<file path="config.mk">
export PLATFORM = sky130hd
export DESIGN_NAME = wt_mem_port_arbiter_flat
export DESIGN_NICKNAME = d
export VERILOG_FILES = /design/src/rtl/wt_mem_arb_pkg.sv /design/src/rtl/wt_mem_port_arbiter_if.sv /design/src/rtl/wt_mem_rr_pick.sv /design/src/rtl/wt_mem_port_arbiter.sv /design/src/flat_wrapper.sv
export SDC_FILE = /design/constraint.sdc
export NUM_CORES = 1
export LEC_CHECK = 0
export BUFFER_PORTS_ARGS = -buffer_cell sky130_fd_sc_hd__buf_4
export CELL_PAD_IN_SITES_DETAIL_PLACEMENT = 0
export CELL_PAD_IN_SITES_GLOBAL_PLACEMENT = 1
export CORE_AREA = 2 2 210 212
export DETAILED_ROUTE_END_ITERATION = 10
export DIE_AREA = 0 0 212 214
export GPL_ROUTABILITY_DRIVEN = 0
export HOLD_SLACK_MARGIN = 0.06
export PLACE_DENSITY_LB_ADDON = 0.1
export SKIP_CTS_REPAIR_TIMING = 1
export SLEW_MARGIN = 20
export SYNTH_ARGS = -nofsm -noshare
export SYNTH_HDL_FRONTEND = slang
export SYNTH_SLANG_ARGS = --single-unit
</file>
<file path="constraint.sdc">
create_clock -name clk_i -period 4.18 [get_ports clk_i]
set_input_delay 0 -clock clk_i [delete_from_list [all_inputs] [get_ports clk_i]]
set_output_delay 0 -clock clk_i [all_outputs]
set_load 0.01 [all_outputs]
</file>
<file path="src/rtl/wt_mem_arb_pkg.sv">
// Shared types and helpers for the write-through memory port arbiter.
//   - port_width(): width of the port tag carried in the memory ID
//   - arb_state_e : drain sequencing states
//   - mem_req_t   : one registered memory request {addr, wdata, we, id}
// The struct is sized by the package default widths; the arbiter's width
// parameters default to the same values.
package wt_mem_arb_pkg;

    // A single requester still needs one tag bit so the ID layout is fixed.
    function automatic int unsigned port_width(input int unsigned nr_ports);
        return (nr_ports <= 1) ? 1 : $clog2(nr_ports);
    endfunction

    localparam int unsigned NrPortsDef        = 2;
    localparam int unsigned AddrWidthDef      = 64;
    localparam int unsigned DataWidthDef      = 64;
    localparam int unsigned TidWidthDef       = 2;
    localparam int unsigned MaxOutstandingDef = 7;
    localparam int unsigned PortWidthDef      = port_width(NrPortsDef);
    localparam int unsigned MemIdWidthDef     = PortWidthDef + TidWidthDef;

    typedef enum logic [1:0] {
        RUN     = 2'd0,
        DRAIN   = 2'd1,
        DRAINED = 2'd2
    } arb_state_e;

    typedef struct packed {
        logic [AddrWidthDef-1:0]  addr;
        logic [DataWidthDef-1:0]  wdata;
        logic                     we;
        logic [MemIdWidthDef-1:0] id;
    } mem_req_t;

endpackage

</file>
<file path="src/rtl/wt_mem_port_arbiter_if.sv">
// Bundle of all cache-side, memory-side and drain signals of the arbiter.
//   slave  : arbiter view (requests/responses in from memory, grants out)
//   master : environment view (caches, memory adapter, fence logic)
// Handshakes: a cache request transfers in a cycle where req_valid_i[p] and
// req_ready_o[p] are both high; a memory request transfers in a cycle where
// mem_valid_o and mem_ready_i are both high, and mem_* stays stable until
// then; responses (mem_rvalid_i) cannot be back-pressured.
interface wt_mem_port_arbiter_if import wt_mem_arb_pkg::*; #(
    parameter int unsigned NrPorts        = NrPortsDef,
    parameter int unsigned AddrWidth      = AddrWidthDef,
    parameter int unsigned DataWidth      = DataWidthDef,
    parameter int unsigned TidWidth       = TidWidthDef,
    parameter int unsigned MaxOutstanding = MaxOutstandingDef
) ();
    localparam int unsigned PortWidth = port_width(NrPorts);
    localparam int unsigned IdWidth   = PortWidth + TidWidth;
    localparam int unsigned CntWidth  = $clog2(MaxOutstanding + 1);

    logic [NrPorts-1:0]           req_valid_i;
    logic [NrPorts-1:0]           req_ready_o;
    logic [NrPorts*AddrWidth-1:0] req_addr_i;
    logic [NrPorts*DataWidth-1:0] req_wdata_i;
    logic [NrPorts-1:0]           req_we_i;
    logic [NrPorts*TidWidth-1:0]  req_tid_i;
    logic                         mem_valid_o;
    logic                         mem_ready_i;
    logic [AddrWidth-1:0]         mem_addr_o;
    logic [DataWidth-1:0]         mem_wdata_o;
    logic                         mem_we_o;
    logic [IdWidth-1:0]           mem_id_o;
    logic                         mem_rvalid_i;
    logic [IdWidth-1:0]           mem_rid_i;
    logic [DataWidth-1:0]         mem_rdata_i;
    logic [NrPorts-1:0]           rsp_valid_o;
    logic [NrPorts*TidWidth-1:0]  rsp_tid_o;
    logic [DataWidth-1:0]         rsp_rdata_o;
    logic                         drain_req_i;
    logic                         drain_done_o;
    logic [CntWidth-1:0]          outstanding_o;

    modport slave (
        input  req_valid_i, req_addr_i, req_wdata_i, req_we_i, req_tid_i,
        input  mem_ready_i, mem_rvalid_i, mem_rid_i, mem_rdata_i, drain_req_i,
        output req_ready_o, mem_valid_o, mem_addr_o, mem_wdata_o, mem_we_o,
        output mem_id_o, rsp_valid_o, rsp_tid_o, rsp_rdata_o, drain_done_o,
        output outstanding_o
    );

    modport master (
        output req_valid_i, req_addr_i, req_wdata_i, req_we_i, req_tid_i,
        output mem_ready_i, mem_rvalid_i, mem_rid_i, mem_rdata_i, drain_req_i,
        input  req_ready_o, mem_valid_o, mem_addr_o, mem_wdata_o, mem_we_o,
        input  mem_id_o, rsp_valid_o, rsp_tid_o, rsp_rdata_o, drain_done_o,
        input  outstanding_o
    );
endinterface

</file>
<file path="src/rtl/wt_mem_rr_pick.sv">
// Combinational round-robin pick.
//   valid_i : request vector
//   ptr_i   : highest-priority index this cycle
//   gnt_o   : one-hot pick (zero when nothing is valid)
//   idx_o   : index of the pick
//   any_o   : at least one request is valid
module wt_mem_rr_pick #(
    parameter int unsigned NrPorts   = 2,
    parameter int unsigned PortWidth = 1
) (
    input  logic [NrPorts-1:0]   valid_i,
    input  logic [PortWidth-1:0] ptr_i,
    output logic [NrPorts-1:0]   gnt_o,
    output logic [PortWidth-1:0] idx_o,
    output logic                 any_o
);
    logic [PortWidth-1:0] cand;

    // Scan from the pointer upwards, wrapping; the first valid port wins.
    always_comb begin : p_pick
        gnt_o = '0;
        idx_o = '0;
        any_o = 1'b0;
        cand  = '0;
        for (int unsigned i = 0; i < NrPorts; i++) begin
            cand = PortWidth'((32'(ptr_i) + i) % NrPorts);
            if (!any_o && valid_i[cand]) begin
                any_o       = 1'b1;
                gnt_o[cand] = 1'b1;
                idx_o       = cand;
            end
        end
    end
endmodule

</file>
<file path="src/rtl/wt_mem_port_arbiter.sv">
// Shares the write-through memory port between the I-cache (port 0) and the
// write-through D-cache (port 1). Round-robin grant into a one-entry output
// register, port tag prepended to the requester tid to form the memory ID,
// in-flight limit, response routing by ID and a drain handshake.
//   clk_i, rst_ni : clock, synchronous active-low reset
//   bus           : request, memory, response and drain signals (slave view)
module wt_mem_port_arbiter import wt_mem_arb_pkg::*; #(
    parameter int unsigned NrPorts        = NrPortsDef,
    parameter int unsigned AddrWidth      = AddrWidthDef,
    parameter int unsigned DataWidth      = DataWidthDef,
    parameter int unsigned TidWidth       = TidWidthDef,
    parameter int unsigned MaxOutstanding = MaxOutstandingDef
) (
    input  logic                  clk_i,
    input  logic                  rst_ni,
    wt_mem_port_arbiter_if.slave  bus
);
    localparam int unsigned PortWidth = port_width(NrPorts);
    localparam int unsigned IdWidth   = PortWidth + TidWidth;
    localparam int unsigned CntWidth  = $clog2(MaxOutstanding + 1);

    arb_state_e           state_q, state_d;
    mem_req_t             req_q, req_d;
    logic                 valid_q, valid_d;
    logic [PortWidth-1:0] ptr_q, ptr_d;
    logic [CntWidth-1:0]  cnt_q, cnt_d;

    logic [NrPorts-1:0]   pick_gnt;
    logic [PortWidth-1:0] pick_idx;
    logic                 pick_any;
    logic                 reg_free, grant_en, grant, rsp_dec, drain_done;
    logic [PortWidth-1:0] rid_port;
    logic [TidWidth-1:0]  rid_tid;

    wt_mem_rr_pick #(.NrPorts(NrPorts), .PortWidth(PortWidth)) u_pick (
        .valid_i (bus.req_valid_i),
        .ptr_i   (ptr_q),
        .gnt_o   (pick_gnt),
        .idx_o   (pick_idx),
        .any_o   (pick_any)
    );

    // The entry being accepted by memory this cycle can be refilled at once.
    // The limit uses the registered count only, so a same-cycle response
    // does not open a grant at the limit.
    assign reg_free = !valid_q || bus.mem_ready_i;
    assign grant_en = (state_q == RUN) && !bus.drain_req_i && reg_free &&
                      (cnt_q < CntWidth'(MaxOutstanding));
    assign grant    = grant_en && pick_any;
    assign rsp_dec  = bus.mem_rvalid_i && (cnt_q != '0);

    assign bus.req_ready_o = grant_en ? pick_gnt : '0;

    always_comb begin : p_datapath
        req_d   = req_q;
        valid_d = valid_q;
        ptr_d   = ptr_q;
        cnt_d   = cnt_q;
        if (grant) begin
            valid_d     = 1'b1;
            req_d.addr  = bus.req_addr_i[pick_idx*AddrWidth +: AddrWidth];
            req_d.wdata = bus.req_wdata_i[pick_idx*DataWidth +: DataWidth];
            req_d.we    = bus.req_we_i[pick_idx];
            req_d.id    = {pick_idx, bus.req_tid_i[pick_idx*TidWidth +: TidWidth]};
            ptr_d       = (pick_idx == PortWidth'(NrPorts - 1)) ? '0 : pick_idx + 1'b1;
        end else if (valid_q && bus.mem_ready_i) begin
            valid_d = 1'b0;
        end
        case ({grant, rsp_dec})
            2'b10:   cnt_d = cnt_q + 1'b1;
            2'b01:   cnt_d = cnt_q - 1'b1;
            default: cnt_d = cnt_q;
        endcase
    end

    always_ff @(posedge clk_i) begin : p_regs
        if (!rst_ni) begin
            valid_q <= 1'b0;
            req_q   <= '0;
            ptr_q   <= '0;
            cnt_q   <= '0;
        end else begin
            valid_q <= valid_d;
            req_q   <= req_d;
            ptr_q   <= ptr_d;
            cnt_q   <= cnt_d;
        end
    end

    always_ff @(posedge clk_i) begin : p_state
        if (!rst_ni) state_q <= RUN;
        else         state_q <= state_d;
    end

    // DRAIN looks at the next count and occupancy so drain_done rises the
    // cycle after the last response instead of one cycle later.
    always_comb begin : p_fsm_next
        state_d = state_q;
        unique case (state_q)
            RUN:     if (bus.drain_req_i) state_d = DRAIN;
            DRAIN:   if (!bus.drain_req_i) state_d = RUN;
                     else if ((cnt_d == '0) && !valid_d) state_d = DRAINED;
            DRAINED: if (!bus.drain_req_i) state_d = RUN;
            default: state_d = RUN;
        endcase
    end

    always_comb begin : p_fsm_out
        drain_done = (state_q == DRAINED);
    end

    assign bus.drain_done_o  = drain_done;
    assign bus.outstanding_o = cnt_q;
    assign bus.mem_valid_o   = valid_q;
    assign bus.mem_addr_o    = req_q.addr;
    assign bus.mem_wdata_o   = req_q.wdata;
    assign bus.mem_we_o      = req_q.we;
    assign bus.mem_id_o      = req_q.id;

    // Responses pass straight through; an out-of-range port tag matches no port.
    assign rid_port        = bus.mem_rid_i[IdWidth-1 -: PortWidth];
    assign rid_tid         = bus.mem_rid_i[TidWidth-1:0];
    assign bus.rsp_rdata_o = bus.mem_rdata_i;

    for (genvar p = 0; p < NrPorts; p++) begin : g_rsp
        assign bus.rsp_valid_o[p]                     = bus.mem_rvalid_i && (rid_port == PortWidth'(p));
        assign bus.rsp_tid_o[p*TidWidth +: TidWidth]  = rid_tid;
    end

    a_rsp_underflow: assert property (@(posedge clk_i) disable iff (!rst_ni)
        bus.mem_rvalid_i |-> (cnt_q != '0));

    if ((1 << PortWidth) != NrPorts) begin : g_port_chk
        a_rid_port_range: assert property (@(posedge clk_i) disable iff (!rst_ni)
            bus.mem_rvalid_i |-> (32'(rid_port) < NrPorts));
    end
endmodule

</file>
<file path="src/flat_wrapper.sv">
// flat-port wrapper written by rule: the top's interface ports become plain ports
module wt_mem_port_arbiter_flat import wt_mem_arb_pkg::*;
#(
    parameter int unsigned NrPorts        = NrPortsDef,
    parameter int unsigned AddrWidth      = AddrWidthDef,
    parameter int unsigned DataWidth      = DataWidthDef,
    parameter int unsigned TidWidth       = TidWidthDef,
    parameter int unsigned MaxOutstanding = MaxOutstandingDef
)
  (clk_i, rst_ni, bus_req_valid_i, bus_req_addr_i, bus_req_wdata_i, bus_req_we_i, bus_req_tid_i, bus_mem_ready_i, bus_mem_rvalid_i, bus_mem_rid_i, bus_mem_rdata_i, bus_drain_req_i, bus_req_ready_o, bus_mem_valid_o, bus_mem_addr_o, bus_mem_wdata_o, bus_mem_we_o, bus_mem_id_o, bus_rsp_valid_o, bus_rsp_tid_o, bus_rsp_rdata_o, bus_drain_done_o, bus_outstanding_o);
  wt_mem_port_arbiter_if #(.NrPorts(NrPorts), .AddrWidth(AddrWidth), .DataWidth(DataWidth), .TidWidth(TidWidth), .MaxOutstanding(MaxOutstanding)) bus_i ();
  input  logic clk_i;
  input  logic rst_ni;
  input wire logic [$bits(bus_i.req_valid_i)-1:0] bus_req_valid_i;
  input wire logic [$bits(bus_i.req_addr_i)-1:0] bus_req_addr_i;
  input wire logic [$bits(bus_i.req_wdata_i)-1:0] bus_req_wdata_i;
  input wire logic [$bits(bus_i.req_we_i)-1:0] bus_req_we_i;
  input wire logic [$bits(bus_i.req_tid_i)-1:0] bus_req_tid_i;
  input wire logic [$bits(bus_i.mem_ready_i)-1:0] bus_mem_ready_i;
  input wire logic [$bits(bus_i.mem_rvalid_i)-1:0] bus_mem_rvalid_i;
  input wire logic [$bits(bus_i.mem_rid_i)-1:0] bus_mem_rid_i;
  input wire logic [$bits(bus_i.mem_rdata_i)-1:0] bus_mem_rdata_i;
  input wire logic [$bits(bus_i.drain_req_i)-1:0] bus_drain_req_i;
  output wire logic [$bits(bus_i.req_ready_o)-1:0] bus_req_ready_o;
  output wire logic [$bits(bus_i.mem_valid_o)-1:0] bus_mem_valid_o;
  output wire logic [$bits(bus_i.mem_addr_o)-1:0] bus_mem_addr_o;
  output wire logic [$bits(bus_i.mem_wdata_o)-1:0] bus_mem_wdata_o;
  output wire logic [$bits(bus_i.mem_we_o)-1:0] bus_mem_we_o;
  output wire logic [$bits(bus_i.mem_id_o)-1:0] bus_mem_id_o;
  output wire logic [$bits(bus_i.rsp_valid_o)-1:0] bus_rsp_valid_o;
  output wire logic [$bits(bus_i.rsp_tid_o)-1:0] bus_rsp_tid_o;
  output wire logic [$bits(bus_i.rsp_rdata_o)-1:0] bus_rsp_rdata_o;
  output wire logic [$bits(bus_i.drain_done_o)-1:0] bus_drain_done_o;
  output wire logic [$bits(bus_i.outstanding_o)-1:0] bus_outstanding_o;
  assign bus_i.req_valid_i = bus_req_valid_i;
  assign bus_i.req_addr_i = bus_req_addr_i;
  assign bus_i.req_wdata_i = bus_req_wdata_i;
  assign bus_i.req_we_i = bus_req_we_i;
  assign bus_i.req_tid_i = bus_req_tid_i;
  assign bus_i.mem_ready_i = bus_mem_ready_i;
  assign bus_i.mem_rvalid_i = bus_mem_rvalid_i;
  assign bus_i.mem_rid_i = bus_mem_rid_i;
  assign bus_i.mem_rdata_i = bus_mem_rdata_i;
  assign bus_i.drain_req_i = bus_drain_req_i;
  assign bus_req_ready_o = bus_i.req_ready_o;
  assign bus_mem_valid_o = bus_i.mem_valid_o;
  assign bus_mem_addr_o = bus_i.mem_addr_o;
  assign bus_mem_wdata_o = bus_i.mem_wdata_o;
  assign bus_mem_we_o = bus_i.mem_we_o;
  assign bus_mem_id_o = bus_i.mem_id_o;
  assign bus_rsp_valid_o = bus_i.rsp_valid_o;
  assign bus_rsp_tid_o = bus_i.rsp_tid_o;
  assign bus_rsp_rdata_o = bus_i.rsp_rdata_o;
  assign bus_drain_done_o = bus_i.drain_done_o;
  assign bus_outstanding_o = bus_i.outstanding_o;
  wt_mem_port_arbiter #(.NrPorts(NrPorts), .AddrWidth(AddrWidth), .DataWidth(DataWidth), .TidWidth(TidWidth), .MaxOutstanding(MaxOutstanding)) u_core (.clk_i(clk_i), .rst_ni(rst_ni), .bus(bus_i));
endmodule
</file>
==> key figures <==
Finish
  • Fraction of layout cells with a size suffix above 1: 32.8%
  • Final std cells w/o fill: between 2000 and 2500
  • Final instance area: 13600 sq um
  • Number of diodes: 0
  • Nets: 1753
  • Filler cell count: between 4000 and 5000
  • P&R area growth vs syn: 106%

Detailed routing
  • Residual DRC: 0
  • Routed len/inst: 18.0 microns
  • Detailed Route Iter0 Violations: 402
  • DR pass1 iterations: 4
  • Post-Route WL: 36.2 mm
  • DR vias/cell: 4.20
  • Routed Antenna Nets: 0
  • Detailed-route via count: between 8000 and 9000

Setup path
  • Critical Path Start: bus_req_valid_i[0]
  • Top delay family on crit path: buffers and inverters
  • Buf/Inv on CP: 5
  • Most used cell, CP: buf_4
  • CP Max Fanout: 73
  • Worst reg2reg path startpoint: u_core.bus.outstanding_o[2]$_SDFF_PN0_
  • CP Launch Type: input pin
  • Crit path kind: in -> reg
  • Worst path required time: 4.51 ns
  • CP max stage delay: 0.78 ns
  • Worst-path cell chain: dlygate4sd3_1 > buf_4 > or2_4 > buf_4 > buf_4 > a21oi_1 > a221o_1 > dlygate4sd3_1
  • Worst path arrival time: 3.35 ns
  • Critical path endpoint category: flip-flop
  • CP max-delay cell: buf_4

Synth
  • Avg Cell Area, Syn: 8.41 sq um
  • Post-Syn Instances: 788
  • Synth area leaders: dfxtp_1 (42%), a221o_1 (11%), nand2_1 (11%)
  • Most frequent cell after synthesis: nand2_1
  • Unique masters post-synth: 33
  • Area leader, netlist: dfxtp_1
  • #FFs+latches synth: 139
  • Post-synth top cells: nand2_1 (194), dfxtp_1 (139), a21oi_1 (133)
  • Ys async rst share: 0%
  • Synth Flop Type: dfxtp_1
  • Sequential element share of the synthesized area: 42.0%
  • EDFF count, synth: 0
  • Post-synth top area share: 42.0%
  • Synth warn: 0
  • Syn nets: 1126
  • Area of the mapped netlist: 6630 sq um

Floorplanning
  • Ports: 545
  • Die height: 214 microns
  • DIE WIDTH: around 210 microns
  • Initial Util: 15.5%
  • Die area: about 45000 sq um
  • Number of cell rows: 76
  • Core ar.: 42900 sq um

STA
  • Worst-Margin Slew: slightly below 1 ns
  • Slew Viols, Final: 0
  • F_max: 330 MHz
  • Hold Slack: 0.134 ns
  • Final Skew: ~0.009 ns
  • TNS Setup: 0 ns
  • Final worst-path cycle share: 72.4%
  • RSZ-0062 raised after global routing: false
  • Clock period minus worst slack: 3.03 ns
  • Hold Fails Final Rpt: 0
  • Final setup fails: 0
  • Worst relative slew slack: 34.9%

Outcome
  • Status: finished, final reports clean

Placed design
  • Detailed placer's ending HPWL: about 22 mm
  • DP Cell Count: 1648
  • Port Buf Inserts: 410
  • Placed Area: 9720 sq um

Power and ir drop
  • Worst VDD drop: between 0.2 and 0.25 mV
  • Leak: 6.17 nW
  • Design Power: 0.00475 W
  • Pwr Density: roughly 350 nW/um^2

Worst hold path
  • HP Start: bus_req_valid_i[1]
  • Hold WC Path Type: in -> reg

Clock network
  • Worst skew pair latency: 0.45 ns
  • Clock transition at the registers of the reported paths: 0.07 ns
  • # clock sinks: 139
  • Clock root buffer: clkbuf_16
  • CTS max path bufs: 2
  • CTS Buf Count: 17
  • # H-tree levels: 4
  • CTS tree: done

Flow run
  • Max cap viols: 0

Global route
  • GR Overflow Total: 0
  • First-pass GRT wire length: 48.9 mm
  • Vias in the first global route: between 7000 and 8000
  • Global Route Usage Sum: 14.4%
  • Largest net degree at the start of global routing: 74
  • Initial antenna violation count: 1
worst paths after layout:
| check | end | slack [ns] | cells past startpoint |
|---|---|---|---|
| setup / recovery | u_core.bus.mem_addr_o[26]$_SDFFE_PN0P_ | 1.15 | 8 |
| hold / removal | u_core.bus.mem_valid_o$_SDFF_PN0_ | 0.13 | 5 |
| setup reg to reg | u_core.bus.mem_addr_o[26]$_SDFFE_PN0P_ | 1.56 | 6 |
| hold reg to reg | u_core.bus.outstanding_o[1]$_SDFF_PN0_ | 0.56 | 2 |
power breakdown:
part	total [W]	switching (W)	internal (W)
Sequential	0.00159	0.000101	0.00149
Combinational	0.00155	0.000697	0.000858
Clock	0.00160	0.000642	0.000960
metrics by stage:
step | worst slack (ns) | util (%)
after floorplan | 1.51 | -
after global placement | 1.69 | 22.7
after detailed placement | 1.69 | 22.7
after CTS | 1.67 | 24.0
after global routing | 1.00 | 31.8
final | 1.15 | 31.8
cell families after synthesis:
group / Yosys count / share of synthesized area [%]
AO/OA/AOI/OAI: 273 / 30.7
XOR/XNOR: 2 / 0.264
adder cells (fa/ha/maj): 2 / 0.491
buffers and inverters: 152 / 13.3
flip-flops: 139 / 42.0
AND/OR/NAND/NOR: 220 / 13.3
worst register-to-register path: stages, from the launching register on:
cell and delay (ns):
dfxtp_1 0.36, nand3_1 0.13, and4b_4 0.25, buf_4 0.64, a21oi_1 0.24, a221o_1 0.31
dlygate4sd3_1 0.57
cell type report:
class	count	area (sq um)	share of cell area, %
tap	585	732	5.36
multi-input combinational	497	2990	21.9
sequential	139	2780	20.4
clock buffer	27	513	3.76
inverter	5	18.8	0.138
timing repair buffer	755	6530	47.8
clock inverter	5	81.3	0.596
sequential cells by signal, summed over array words and instances (netlist names):
signal                    count
u_core.bus.mem_wdata_o       64
u_core.bus.mem_id_o           3
u_core.bus.mem_we_o           1
u_core.bus.mem_valid_o        1
u_core.ptr_q                  1
u_core.state_q                2
u_core.bus.outstanding_o      3
u_core.bus.mem_addr_o        64
cell usage in the layout, fill, tap and decap left out, types with 2 or more instances in the layout:
master / Yosys / routed
a211oi_1: 2 / 2
a21boi_0: 2 / 2
a21oi_1: 133 / 133
a221o_1: 73 / 73
a311oi_1: 48 / 48
a311oi_2: 10 / 10
and2_2: 0 / 2
buf_12: 0 / 2
buf_4: 69 / 420
bufinv_16: 0 / 2
clkbuf_1: 42 / 5
clkbuf_16: 0 / 17
clkbuf_8: 0 / 5
dfxtp_1: 139 / 139
dlygate4sd3_1: 0 / 333
inv_1: 4 / 4
nand2_1: 194 / 193
nand2b_1: 2 / 2
nor2_1: 8 / 8
nor2b_1: 4 / 4
nor3_1: 2 / 2
nor3_4: 0 / 2
o21a_1: 2 / 2
xor2_1: 2 / 2
metal layers:
layer	GRT usage [%]	routed length [microns]	up-vias
li1	-	-	4049
met1	16.4	14300	4047
met2	22.6	17800	341
met3	8.80	3750	21
met4	3.43	327	2
met5	0	18	-
Power figures use the tool's default switching activity.
